## src/rtl/cs_round_mix.sv

```systemverilog
// One CS-Cipher round: key add, then three sub-layers of constant XOR, M on four
// 16-bit words and byte transpose, with NUM_M M instances time-multiplexed per cycle.
`timescale 1ns/1ps

module m_module (
    input  logic [15:0] x,
    output logic [15:0] y_c
);
    function automatic logic [3:0] f_box(input logic [3:0] v);
        logic [3:0] r;
        unique case (v)
            4'h0: r = 4'hf;  4'h1: r = 4'hd;  4'h2: r = 4'hb;  4'h3: r = 4'hb;
            4'h4: r = 4'h7;  4'h5: r = 4'h5;  4'h6: r = 4'h7;  4'h7: r = 4'h7;
            4'h8: r = 4'he;  4'h9: r = 4'hd;  4'ha: r = 4'ha;  4'hb: r = 4'hb;
            4'hc: r = 4'he;  4'hd: r = 4'hd;  4'he: r = 4'he;  default: r = 4'hf;
        endcase
        return r;
    endfunction

    function automatic logic [3:0] g_box(input logic [3:0] v);
        logic [3:0] r;
        unique case (v)
            4'h0: r = 4'ha;  4'h1: r = 4'h6;  4'h2: r = 4'h0;  4'h3: r = 4'h2;
            4'h4: r = 4'hb;  4'h5: r = 4'he;  4'h6: r = 4'h1;  4'h7: r = 4'h8;
            4'h8: r = 4'hd;  4'h9: r = 4'h4;  4'ha: r = 4'h5;  4'hb: r = 4'h3;
            4'hc: r = 4'hf;  4'hd: r = 4'hc;  4'he: r = 4'h7;  default: r = 4'h9;
        endcase
        return r;
    endfunction

    // 8-bit permutation P: three-round nibble Feistel over f and g
    function automatic logic [7:0] p_perm(input logic [7:0] v);
        logic [3:0] t;
        logic [3:0] r;
        logic [3:0] l;
        t = v[7:4] ^ f_box(v[3:0]);
        r = v[3:0] ^ g_box(t);
        l = t ^ f_box(r);
        return {l, r};
    endfunction

    logic [7:0] xl_rot;
    logic [7:0] xl_phi;

    assign xl_rot = {x[14:8], x[15]};
    assign xl_phi = (xl_rot & 8'h55) ^ x[15:8];
    assign y_c    = {p_perm(xl_phi ^ x[7:0]), p_perm(xl_rot ^ x[7:0])};
endmodule

module cs_round_mix #(
    parameter int unsigned NUM_M = 1,
    parameter logic [63:0] C0    = 64'hB7E151628AED2A6A,
    parameter logic [63:0] C1    = 64'hBF7158809CF4F3C7,
    parameter logic [63:0] C2    = 64'h0
) (
    input  logic        clk,
    input  logic        rst_n,
    input  logic        in_valid,
    output logic        in_ready,
    input  logic [63:0] in_state,
    input  logic [63:0] in_key,
    output logic        out_valid,
    input  logic        out_ready,
    output logic [63:0] out_state
);
    localparam int unsigned W_BLK  = 64;
    localparam int unsigned W_WORD = 16;

    generate
        if (!(NUM_M == 1 || NUM_M == 2 || NUM_M == 4)) begin : g_bad_num_m
            $error("cs_round_mix: NUM_M must be 1, 2 or 4");
        end
    endgenerate

    typedef enum logic [1:0] {
        ST_IDLE = 2'd0,
        ST_RUN  = 2'd1,
        ST_DONE = 2'd2
    } state_t;

    state_t             state_q, state_d;
    logic [W_BLK-1:0]   s_q, s_d;
    logic [1:0]         sub_q, sub_d;
    logic [1:0]         word_q, word_d;
    logic               in_ready_q, in_ready_d;
    logic               out_valid_q, out_valid_d;

    logic [W_BLK-1:0]   c_sel;
    logic [1:0]         m_idx [NUM_M];
    logic [5:0]         m_lsb [NUM_M];
    logic [W_WORD-1:0]  m_in  [NUM_M];
    logic [W_WORD-1:0]  m_out [NUM_M];
    logic               last_word;

    function automatic logic [63:0] transpose(input logic [63:0] v);
        return {v[63:56], v[47:40], v[31:24], v[15:8],
                v[55:48], v[39:32], v[23:16], v[7:0]};
    endfunction

    always_comb begin
        unique case (sub_q)
            2'd0:    c_sel = C0;
            2'd1:    c_sel = C1;
            default: c_sel = C2;
        endcase
    end

    // Lane k handles word word_q+k; word i lives at bits [63-16i -: 16]
    for (genvar k = 0; k < NUM_M; k++) begin : g_lane
        assign m_idx[k] = word_q + 2'(k);
        assign m_lsb[k] = 6'(48) - {m_idx[k], 4'b0000};
        assign m_in[k]  = s_q[m_lsb[k] +: W_WORD] ^ c_sel[m_lsb[k] +: W_WORD];
        m_module u_m (
            .x   (m_in[k]),
            .y_c (m_out[k])
        );
    end

    assign last_word = (3'(word_q) + 3'(NUM_M)) == 3'd4;

    always_comb begin
        state_d = state_q;
        s_d     = s_q;
        sub_d   = sub_q;
        word_d  = word_q;
        unique case (state_q)
            ST_IDLE: begin
                if (in_valid && in_ready_q) begin
                    s_d     = in_state ^ in_key;
                    sub_d   = 2'd0;
                    word_d  = 2'd0;
                    state_d = ST_RUN;
                end
            end
            ST_RUN: begin
                for (int unsigned k = 0; k < NUM_M; k++) begin
                    s_d[m_lsb[k] +: W_WORD] = m_out[k];
                end
                word_d = 2'(3'(word_q) + 3'(NUM_M));
                // Transpose lands on the same edge as the sub-layer's last word
                if (last_word) begin
                    s_d = transpose(s_d);
                    if (sub_q == 2'd2) begin
                        state_d = ST_DONE;
                    end else begin
                        sub_d = sub_q + 2'd1;
                    end
                end
            end
            ST_DONE: begin
                if (out_ready) begin
                    state_d = ST_IDLE;
                end
            end
            default: state_d = ST_IDLE;
        endcase
        in_ready_d  = (state_d == ST_IDLE);
        out_valid_d = (state_d == ST_DONE);
    end

    always_ff @(posedge clk or negedge rst_n) begin
        if (!rst_n) begin
            state_q     <= ST_IDLE;
            s_q         <= '0;
            sub_q       <= 2'd0;
            word_q      <= 2'd0;
            in_ready_q  <= 1'b1;
            out_valid_q <= 1'b0;
        end else begin
            state_q     <= state_d;
            s_q         <= s_d;
            sub_q       <= sub_d;
            word_q      <= word_d;
            in_ready_q  <= in_ready_d;
            out_valid_q <= out_valid_d;
        end
    end

    assign in_ready  = in_ready_q;
    assign out_valid = out_valid_q;
    assign out_state = s_q;
endmodule

```

## config.mk

```make
export PLATFORM = sky130hd
export DESIGN_NAME = cs_round_mix
export DESIGN_NICKNAME = d
export VERILOG_FILES = /design/src/rtl/cs_round_mix.sv
export SDC_FILE = /design/constraint.sdc
export NUM_CORES = 1
export LEC_CHECK = 0
export ABC_AREA = 1
export ABC_CLOCK_PERIOD_IN_PS = 4900
export CELL_PAD_IN_SITES_DETAIL_PLACEMENT = 1
export CELL_PAD_IN_SITES_GLOBAL_PLACEMENT = 2
export CORE_MARGIN = 4
export CORE_UTILIZATION = 27
export CTS_CLUSTER_DIAMETER = 30
export CTS_CLUSTER_SIZE = 10
export DETAILED_ROUTE_END_ITERATION = 10
export PLACE_DENSITY = 0.91
export SLEW_MARGIN = 20
export SYNTH_ARGS = -nofsm -noshare
export SYNTH_HDL_FRONTEND = slang
export SYNTH_SLANG_ARGS = --single-unit
```

## constraint.sdc

```tcl
create_clock -name clk -period 4.9 [get_ports clk]
set_input_delay 0.98 -clock clk [delete_from_list [all_inputs] [get_ports clk]]
set_output_delay 0.98 -clock clk [all_outputs]
set_load 0.05 [all_outputs]
```

==> run_results.csv <==
group,metric,value,unit
critical_path,critPathSlowestCell,"xor2_1",
critical_path,cp.arrival,4.36,ns
synthesis,syn_nets,1319,
critical_path,cp_cell_sequence,"buf_4 > nand2_1 > o21ai_1 > inv_1 > nand2_1 > nand2_1 > nand2_2 > nand3_1 > nand2_2 > nand3_1 > nand2_1 > nand2_1 > nand2_2 > xor2_1 > nand3_1 > and2_1 > nand2_1 > nand2_1 > o21ai_1 > inv_1",
floorplanning,start_util,27.6,%
drt,drc_errors,0,
synthesis,synth_area,7020,um^2
synthesis,async_flop_share,100,%
layout,final_area,9580,um^2
floorplanning,die-width,169,um
layout,drive_gt1_share,6.03,%
synthesis,ys_seq_area_share,25.7,%
timing,period_minus_slack,4.12,ns
global_routing,gr-total-overflow,0,
timing,finalCritPeriodShare,84.1,%
layout,layout_common_cells,"nand2_1 (437), clkdlybuf4s50_1 (196), nand3_1 (116)",
layout,final_common_cell,"nand2_1",
drt,wl_per_cell,20.8,um
timing,final_hold_viol_count,0,
run,max-cap-violations,0,
floorplanning,core-area,25400,um^2
global_routing,grt_usage,23.9,%
outcome,outcome,"finished, final reports clean",
critical_path,cp_common_cell,"nand2_1",
clocking,clkTransAtPathRegs,0.07,ns
timing,tns,0,ns
drt,drt-pass1-iter-count,5,
layout,areaGrowthSynthToFinish,36.5,%
clocking,cts_made_buffers,9,
clocking,cts_max_level,3,
critical_path,crit_path_max_fanout,46,
place,port_buffers,197,
critical_path,max_stage_delay,0.54,ns
critical_path,reg2reg_depth,20,
clocking,cts_sinks,72,
global_routing,grt_pass1_wl,53.6,mm
timing,slew_violations,0,
drt,viasPerCell,5.39,
synthesis,synthFlopType,"dfrtp_1",
synthesis,synth_cell_types,46,
synthesis,yosys_warnings,0,
place,hpwl,27.7,mm
clocking,clk_path_buf_depth,2,
synthesis,ys_ff_latch,72,
layout,instances_no_fill,1689,
drt,wirelength,35.2,mm
clocking,cts_resized,0,
critical_path,timing_worst_setup_path_type,"flop to flop",
timing,clock_skew,0.0142,ns
place,dp_cells,1673,
layout,finalNetCount,1494,
global_routing,grt_pass1_vias,9215,
clocking,cts_setup_buffers,0,
timing,tightest_slew,1.17,ns
synthesis,postSynthAreaPerCell,5.95,um^2
floorplanning,fp.dieArea,28600,um^2
timing,slew_headroom,21.7,%
place,dpl-instance-area,9270,um^2
critical_path,path_depth,20,
critical_path,cp_top_family,"simple AND/OR/NAND/NOR gates",
clocking,clk_latency,0.36,ns
floorplanning,pin_count,198,
timing,setup_violations,0,
synthesis,synth_enable_flop_cells,0,
timing,fmax,243,MHz
drt,vias,9097,
global_routing,antenna_found_initial,0,
layout,num_antenna_cells,0,
worst_hold_path,hp-class,"flop to flop",
clocking,cts_tree,"yes",
timing,rsz0062_at_grt,"no",
drt,drtAntennaViolNets,0,
critical_path,endpoint_kind,"flop",
worst_hold_path,min_delay_path_depth,2,
clocking,holdBufCountCts,0,
synthesis,syn_inst,1179,
clocking,root_buffer,"clkbuf_16",
timing,hold_slack,0.530,ns
critical_path,critPathRequiredTime,5.15,ns
critical_path,cp-start-kind,"flop",
place,globalplace.congestion,0.916,
critical_path,critical_path_buf_inv_count,3,
floorplanning,die_h,169,um
floorplanning,num_rows,58,
global_routing,grt_max_degree,71,
drt,drt-initial-drc-count,723,
==> worst reg2reg max path, delay by kind of cell (launching register included) <==
family	cells	cell delay (ns)
buffers and inverters	3	0.65
AND/OR/NAND/NOR	14	2.06
XOR/XNOR	1	0.54
flip-flops	1	0.42
AO/OA/AOI/OAI	2	0.33
==> cell usage after synthesis, types with 2 or more instances <==
library cell  count  share of area (%)
inv_2             5               0.27
ha_1              8                1.4
a211oi_1          7               0.75
a311oi_1          8                1.0
o21ai_0          88                6.3
a21o_1            2               0.21
nor2_1           84                4.5
nand2_1         438                 23
inv_1            69                3.7
a31oi_1          14                1.2
o211ai_1          2               0.21
a22oi_1          10                1.1
clkinv_1          2               0.11
nand3_1         116                8.3
nand4_1          11               0.98
buf_2             7               0.50
dfrtp_1          71                 25
clkbuf_1         30                1.6
buf_4             3               0.32
nand2_2          26                2.3
xor2_2            3               0.70
o21ai_1           8               0.57
buf_6             8                1.3
xnor2_1           8                1.0
o31ai_1           2               0.21
a21oi_1         106                7.6
xor2_1            7               0.87
o22ai_1          11               0.98
a41oi_1           7               0.87
nand3_2           2               0.29
==> metal layers <==
layer  vias to the layer above  GRT usage [%]  share of wire, %
li1                       4296              -                 -
met1                      4424           31.5                43
met2                       316           39.5                47
met3                        61           5.24               7.2
met4                         0           7.21               2.9
met5                         -              0                 0
==> worst paths after layout <==
kind                               startpoint            end  slack (ns)
worst min register to register  out_state[60]  out_state[60]        0.53
min in group asynchronous               rst_n  out_state[22]        0.56
worst max-delay path                word_q[0]  out_state[36]        0.78
worst min-delay path            out_state[60]  out_state[60]        0.53
max in group asynchronous               rst_n   out_state[3]        3.33
worst max register to register      word_q[0]  out_state[36]        0.78
==> area by class of cell <==
type,instances,area [um^2]
multi-input combinational,980,4660
sequential,72,1800
fill,3348,15800
timing repair buffer,213,2090
tap,330,413
inverter,78,300
clock buffer,9,225
clock inverter,7,83.8
==> flip-flops by register name, indices dropped and copies added (netlist names) <==
register / cells
out_valid: 1
out_state: 64
sub_q: 2
in_ready: 1
state_q: 2
word_q: 2
==> kinds of logic after synthesis <==
kind of cell             Yosys count  synth area share [%]
adder cells (fa/ha/maj)            8                  1.43
AND/OR/NAND/NOR                  684                  40.5
XOR/XNOR                          19                  2.80
flip-flops                        72                  25.7
buffers and inverters            127                  8.04
AO/OA/AOI/OAI                    269                  21.5
==> metrics by stage <==
step | util (%) | setup WS [ns]
floorplan | - | 2.14
global placement | 36.5 | 0.851
detailed placement | 36.5 | 0.862
CTS | 37.7 | 0.838
global route | 37.7 | 0.425
finish | 37.7 | 0.781
Power is left out: the tool's default activity adds up to more than one toggle a clock period on the data nets, which glitch-free logic cannot reach.
